==> src/rtl/mem_arbiter.sv <==
// Two-master round-robin arbiter for the unified text/data Memory.
// One single-word transaction at a time: IDLE -> ACCESS -> RESP.
module mem_arbiter #(
   parameter logic [31:0] TEXT_BASE  = 32'h0040_0000,
   parameter logic [31:0] TEXT_LIMIT = 32'h0040_1000,
   parameter logic [31:0] DATA_BASE  = 32'h1001_0000,
   parameter logic [31:0] DATA_LIMIT = 32'h1001_1000
) (
   input  logic        clock,
   input  logic        clear,
   input  logic        req0,
   input  logic        req1,
   input  logic        we0,
   input  logic        we1,
   input  logic [31:0] addr0,
   input  logic [31:0] addr1,
   input  logic [31:0] wdata0,
   input  logic [31:0] wdata1,
   output logic        ack0,
   output logic        ack1,
   output logic        err0,
   output logic        err1,
   output logic [31:0] rdata0,
   output logic [31:0] rdata1,
   output logic [31:0] mem_address,
   output logic        mem_write,
   output logic [31:0] mem_write_data,
   input  logic [31:0] mem_read_data,
   output logic        busy
);

   typedef enum logic [1:0] {IDLE, ACCESS, RESP} state_t;

   typedef struct packed {
      logic        we;
      logic [31:0] addr;
      logic [31:0] wdata;
   } txn_t;

   state_t state, state_nxt;
   logic   owner, owner_nxt;
   logic   last_grant, last_grant_nxt;
   txn_t   txn, txn_nxt, req_sel;
   logic   illegal, illegal_nxt;
   logic   winner;

   logic [1:0]       ack_r, err_r;
   logic [1:0][31:0] rdata_r;

   // Text is read-only to masters; both windows are base-inclusive, limit-exclusive.
   function automatic logic is_illegal(input logic [31:0] a, input logic w);
      logic in_text, in_data;
      in_text = (a >= TEXT_BASE) && (a < TEXT_LIMIT);
      in_data = (a >= DATA_BASE) && (a < DATA_LIMIT);
      return (a[1:0] != 2'b00) || !(in_text || in_data) || (w && in_text);
   endfunction

   always_comb begin
      winner = 1'b0;
      if (req0 && req1) winner = ~last_grant;
      else if (req1)    winner = 1'b1;
      req_sel = winner ? {we1, addr1, wdata1} : {we0, addr0, wdata0};
   end

   always_ff @(posedge clock) begin
      if (clear) begin
         state      <= IDLE;
         owner      <= 1'b0;
         last_grant <= 1'b1;
         txn        <= '0;
         illegal    <= 1'b0;
      end else begin
         state      <= state_nxt;
         owner      <= owner_nxt;
         last_grant <= last_grant_nxt;
         txn        <= txn_nxt;
         illegal    <= illegal_nxt;
      end
   end

   always_comb begin
      state_nxt      = state;
      owner_nxt      = owner;
      last_grant_nxt = last_grant;
      txn_nxt        = txn;
      illegal_nxt    = illegal;
      case (state)
         IDLE: begin
            if (req0 || req1) begin
               state_nxt      = ACCESS;
               owner_nxt      = winner;
               last_grant_nxt = winner;
               txn_nxt        = req_sel;
               illegal_nxt    = is_illegal(req_sel.addr, req_sel.we);
            end
         end
         ACCESS:  state_nxt = RESP;
         RESP:    state_nxt = IDLE;
         default: state_nxt = IDLE;
      endcase
   end

   // Memory sees only registered state, so mem_write is flat across the write negedge.
   always_comb begin
      mem_address    = '0;
      mem_write      = 1'b0;
      mem_write_data = '0;
      if (state == ACCESS) begin
         mem_address    = txn.addr;
         mem_write      = txn.we & ~illegal;
         mem_write_data = txn.wdata;
      end
   end

   always_ff @(posedge clock) begin
      if (clear) begin
         ack_r   <= '0;
         err_r   <= '0;
         rdata_r <= '0;
      end else if (state == ACCESS) begin
         rdata_r[owner] <= (illegal || txn.we) ? 32'h0 : mem_read_data;
         err_r[owner]   <= illegal;
         ack_r[owner]   <= 1'b1;
      end else if (state == RESP) begin
         ack_r[owner] <= 1'b0;
         err_r[owner] <= 1'b0;
      end
   end

   assign ack0   = ack_r[0];
   assign ack1   = ack_r[1];
   assign err0   = err_r[0];
   assign err1   = err_r[1];
   assign rdata0 = rdata_r[0];
   assign rdata1 = rdata_r[1];
   assign busy   = (state != IDLE);

endmodule

==> config.mk <==
export PLATFORM = sky130hd
export DESIGN_NAME = mem_arbiter
export DESIGN_NICKNAME = d
export VERILOG_FILES = /design/src/rtl/mem_arbiter.sv
export SDC_FILE = /design/constraint.sdc
export NUM_CORES = 1
export LEC_CHECK = 0
export CAP_MARGIN = 20
export CORE_ASPECT_RATIO = 0.75
export CORE_MARGIN = 2
export CORE_UTILIZATION = 37
export CTS_CLUSTER_SIZE = 20
export DETAILED_ROUTE_END_ITERATION = 7
export HOLD_SLACK_MARGIN = 0.1
export PLACE_DENSITY = 0.85
export SYNTH_ARGS = -nofsm -noshare
export SYNTH_HDL_FRONTEND = slang
export SYNTH_SLANG_ARGS = --single-unit
export TNS_END_PERCENT = 1
==> constraint.sdc <==
create_clock -name clock -period 1.42 [get_ports clock]
set_input_delay 0.284 -clock clock [delete_from_list [all_inputs] [get_ports clock]]
set_output_delay 0.284 -clock clock [all_outputs]
set_load 0.02 [all_outputs]
* Yosys cells after proc, flatten, opt, wreduce, memory -nomap -nowiden
Index checks and enable logic that the tools add are counted.
Operators by class: reductions and logical operators 16, mux-type cells 19, eq/ne operators 3, bitwise operators 7, order comparisons 6
Operators with widths (number):
- $mux 32 | 4
- $mux 65 | 1
- $bwmux 64 | 1
- $demux 32 s1 | 1
- $ge 32x23->1 const B | 1
- $ge 32x29->1 const B | 1
- $lt 32x23->1 const B | 1
- $lt 32x29->1 const B | 1
- $mux 2 | 5
- $reduce_bool 2->1 | 3
- $logic_and 1x1->1 | 5
- $logic_or 1x1->1 | 5
- $and 2x2->2 | 2
- $mux 1 | 4
- $pmux 2 s2 | 1
- $bwmux 2 | 1
- $eq 2x1->1 const B | 1
- $eq 2x2->1 const B | 1
- $logic_not 2->1 | 1
- $lt 1x2->1 const B | 1
- $ne 2x2->1 const B | 1
- $not 1->1 | 2
- $not 2->2 | 1
- $or 2x2->2 | 1
- other kinds (5) | 5
Word-level totals: output and inout bits 134, logic and storage cells 62, bits of input ports 166, register bits 138

* Longest topological paths before layout
depth in word-level cells 9, gate-level depth with buffers 8, mapped depth without buffers 6

* Worst setup path after synthesis
OpenSTA, ideal clock, no wires.
kind register to output, start point register state[1], end point output mem_write, data required time 1.136 ns, cell stages (with the launch flop) 6, path buffers 2, setup slack -0.206 ns, arrival time 1.342 ns, cells stage by stage dfxtp_1 -> inv_1 -> ha_1 -> clkbuf_1 -> clkbuf_1 -> and3b_1
Between the ends: word-level cells in the longest chain between the ends 2
RTL lines:
- from (decl) | RTL line 40 | state_t state, state_nxt;
- from (signal assigned) | RTL line 73 | state <= state_nxt;
- $eq 2x1->1 | RTL line 108 | if (state == ACCESS) begin
- $mux 1 | RTL line 108
- to (decl) | RTL line 26 | output logic mem_write,
No other way between the ends.

* Final worst setup path
start point register state[1], end point output mem_write_data[12]
Between the ends: word-level cells in the longest chain between the ends 2
RTL lines:
- $eq 2x1->1 | RTL line 108
- $mux 32 | RTL line 108
- to (decl) | RTL line 27 | output logic [31:0] mem_write_data,
No other way between the ends.

==> summary by stage <==
Floorplan
The floorplan step set the die width to 153.8 microns. The number of placed I/O pins is 300. The area of the core is approximately 0.017 sq mm. Measured along the y axis, the die boundary spans ~120 microns. In this run the core area contains slightly above 40 standard-cell rows. The die covers roughly 0.018 sq mm. The initial core utilization is ~37%.

Setup path
The largest fanout on the critical path is 20. The nature of the critical path endpoint is an output port. The largest individual stage delay along the critical path comes from the cell sky130_fd_sc_hd__dfxtp_2. Data on the critical path is required at its endpoint by approximately 1.1 ns. The arrival time of data at the critical path endpoint is roughly 1.5 ns. Counting both buffers and inverters, the worst setup path holds a total of 3. The worst setup path is launched from a flip-flop. The cell family contributing the most delay on the critical path is buffers and inverters.

The critical path is of the reg2out type. The critical path goes through inv_2 -> ha_4 -> buf_12 -> and2_2 -> buf_4. The largest single stage delay on the critical path is ~0.34 ns.

Cells and area
Of the cells placed in the final design, the portion with a size suffix greater than 1 is around a quarter. The count of filler cells inserted in the layout is 1369. The area growth from synthesis to layout is 72.42%. The final cell area excluding filler cells is roughly 0.011 sq mm. At the end of the flow, the number of nets in the layout was about 1200.

0 antenna diodes ended up in the layout.

Logic synthesis
Sequential cells were found to cover between 40% and 50% of the synthesized design area. The distinct cell type count of the synthesized netlist is 31. The async set or reset register ratio after synthesis is 0%.

The prevailing post-synth register cell is sky130_fd_sc_hd__dfxtp_1. The mapped netlist covers between 0.006 and 0.007 sq mm. The adder and majority gate portion of the synthesized area is 0.6031%. Yosys printed 0 warnings. The cell count after synthesis came out at a little over 700. Multiplexer cells account for 10.78% of the synthesized area. The synthesized area per cell is between 8 and 9 sq um. The register bit total from synthesis is approximately 140.

The number of nets handed over by synthesis was roughly 890. Counting flops with a built-in enable in the synthesized netlist gives 0. The share of synthesized cell area in and, or, nand and nor gates is a little under a quarter.

The xor and xnor area share after synthesis is 0%. The main combinational cell family by area after synthesis is simple AND/OR/NAND/NOR gates. The synthesized netlist devotes between 10% and 20% of its cell area to compound gates.

Timing
The fmax is between 0.5 and 0.6 GHz. The final number of setup-violating endpoints is about 160. The worst pin sits at a relative slew slack of between 60% and 70%.

At the pin with the least slew margin, the transition time is ~0.45 ns. Clock skew on the completed layout was measured at approximately 0.0096 ns. The max-slew violation count is 0. The final worst slack is -0.3705 ns. Setup repair after global routing could not meet its margin everywhere.

The final period demand of the worst path is 1.790 ns. The post-route clock period utilization is 126.1%. Summed over all failing endpoints, the final setup total negative slack is -32.09 ns.

The number of hold-slack violations in the final timing report is 0.

Place
The placed wire-length estimate after detailed placement is between 15 and 20 mm. The area of placed instances is roughly 0.0098 sq mm. The count of port buffers added during placement is 299. The pre-CTS worst setup slack is -0.4923 ns. The global placement routability congestion is about 0.86.

Clocking
The total CTS buffers is 17. The clock root buffer is sky130_fd_sc_hd__clkbuf_16. The clock passes through at most 2 buffers. TritonCTS built the clock tree. The number of buffers inserted for hold repair after clock tree synthesis is 0. The H-tree was split into 4 levels. For the worst-skew pair, the clock arrives at the later sink with an insertion delay of 0.42 ns. After clock tree synthesis, the clock-pin slew on the worst setup and hold paths is around 0.060 ns.

The number of clock sinks seen by CTS is approximately 140.

GRT
The first global-routing pass estimated roughly 32 mm of wire. The via count of the first global-routing pass is about 6100. The number of antenna violations at the first check in global routing is 1. Entering global routing, the biggest net connects 65 pins. The sum of overflow across all layers after global routing is 0. Global routing used 22.51% of the available tracks across all layers.

Hold path
The path category of the worst min-delay check is in2reg.

Detailed routing
In the final routed layout, each cell accounts on average for roughly 17 microns. Detailed routing inserted a total of around 6400 vias. The remaining antenna violation count after routing is 0. The DRC violations left is 0. The first routing iteration left 361 violations.

After detailed routing, the number of vias per cell comes to just over 5. The number of detailed-route iterations in the first pass is 4. The aggregate routed wire length is approximately 21 mm.

Run
The max-cap violation count is 0.

Pwr
Across the VDD grid, the largest voltage drop is roughly 0.78 mV. The total power divided by cell area is between 1000 and 1500 mW/mm^2. The leakage power is roughly 0.0043 uW.

Run status
The run finished, with violations left. The checks that failed: negative setup slack.
==> path summary, 6_finish.rpt <==
check	slack, ns	cells after the start	to	from
worst min-delay path	0.21	2	rdata0[19]$_SDFFE_PP0P_	clear
worst min register to register	0.45	2	rdata1[14]$_SDFFE_PP0P_	rdata1[14]$_SDFFE_PP0P_
worst max register to register	-0.23	8	txn[15]$_SDFFE_PP0P_	state[1]$_SDFFE_PP0P_
worst max-delay path	-0.37	5	mem_write_data[12]	state[1]$_SDFFE_PP0P_
==> cell type report <==
type / count / area, sq um / share of cell area (%)
inverters: 5 / 23.77 / 0.2215
repair buffers: 363 / 3697 / 34.46
flip-flops and latches: 138 / 2765 / 25.77
clock buffers: 18 / 439.2 / 4.093
clock inverters: 13 / 215.2 / 2.006
multi-input cells: 509 / 3321 / 30.95
well taps: 215 / 269.0 / 2.507
==> power breakdown <==
group	switching, uW	internal [uW]	total, uW
combinational	1450	1490	2940
sequential	188	4200	4390
clock	1740	3170	4910
==> stage by stage <==
stage,hold slack (ns),utilization (%),power (uW),cells
after CTS,0.2020,62.61,12190,1261
final,0.2126,64.56,12240,1261
after global routing,0.2262,64.56,12740,1261
after detailed placement,0.4468,59.06,7224,1228
after global placement,0.4407,59.06,7159,1228
after floorplan,0.4315,-,5885,719
==> cells by family after synthesis <==
group / after synthesis
flip-flops: 138
buffers and inverters: 72
AO/OA/AOI/OAI: 144
multiplexers: 67
adder cells (fa/ha/maj): 3
AND/OR/NAND/NOR: 295
==> what timing repair did <==
action / 4_1_cts / 5_1_grt
hold endpoints to repair: 0 / 0
resized for setup: 435 / 130
endpoints found under the setup margin: 267 / 236
cloned: 1 / 0
setup buffers: 1 / 1
pin swaps: 29 / 20
==> cells in the final DEF, fill, tap and decap left out, types with 17 or more instances in the layout <==
cell type / n
sky130_fd_sc_hd__nand2_1: 67
sky130_fd_sc_hd__and2_4: 20
sky130_fd_sc_hd__and2_2: 40
sky130_fd_sc_hd__dfxtp_1: 136
sky130_fd_sc_hd__nand3_1: 65
sky130_fd_sc_hd__nor2_1: 72
sky130_fd_sc_hd__clkdlybuf4s15_1: 35
sky130_fd_sc_hd__mux2i_1: 67
sky130_fd_sc_hd__a21oi_1: 58
sky130_fd_sc_hd__a211oi_2: 18
sky130_fd_sc_hd__buf_4: 50
sky130_fd_sc_hd__dlygate4sd2_1: 28
sky130_fd_sc_hd__clkdlybuf4s50_1: 164
sky130_fd_sc_hd__a211oi_1: 48
sky130_fd_sc_hd__buf_6: 65
sky130_fd_sc_hd__clkbuf_16: 17
==> state kept, by name, indices dropped and copies added, names as in the netlist, named ones only <==
| name | count |
|---|---|
| err_r | 2 |
| illegal | 1 |
| last_grant | 1 |
| owner | 1 |
| rdata0 | 32 |
| rdata1 | 32 |
| state | 2 |
| txn | 65 |
==> cell usage after synthesis, drive strengths merged, types with 5 or more instances <==
master	instances	share of area [%]
inv	5	0.30
buf	25	4.1
mux2i	67	11
nand3	66	5.3
a211oi	66	8.0
and2	65	6.5
clkbuf	42	2.5
nand2	67	4.0
a21oi	68	5.5
nor4	8	0.80
dfxtp	138	44
nor2	73	4.4
==> metal layers <==
metal	share of wire [%]	track usage, %
met5	0.052	0
met3	7.9	7.792
met2	49	37.99
met4	1.8	7.584
met1	42	27.18
Power figures use the tool's default switching activity.
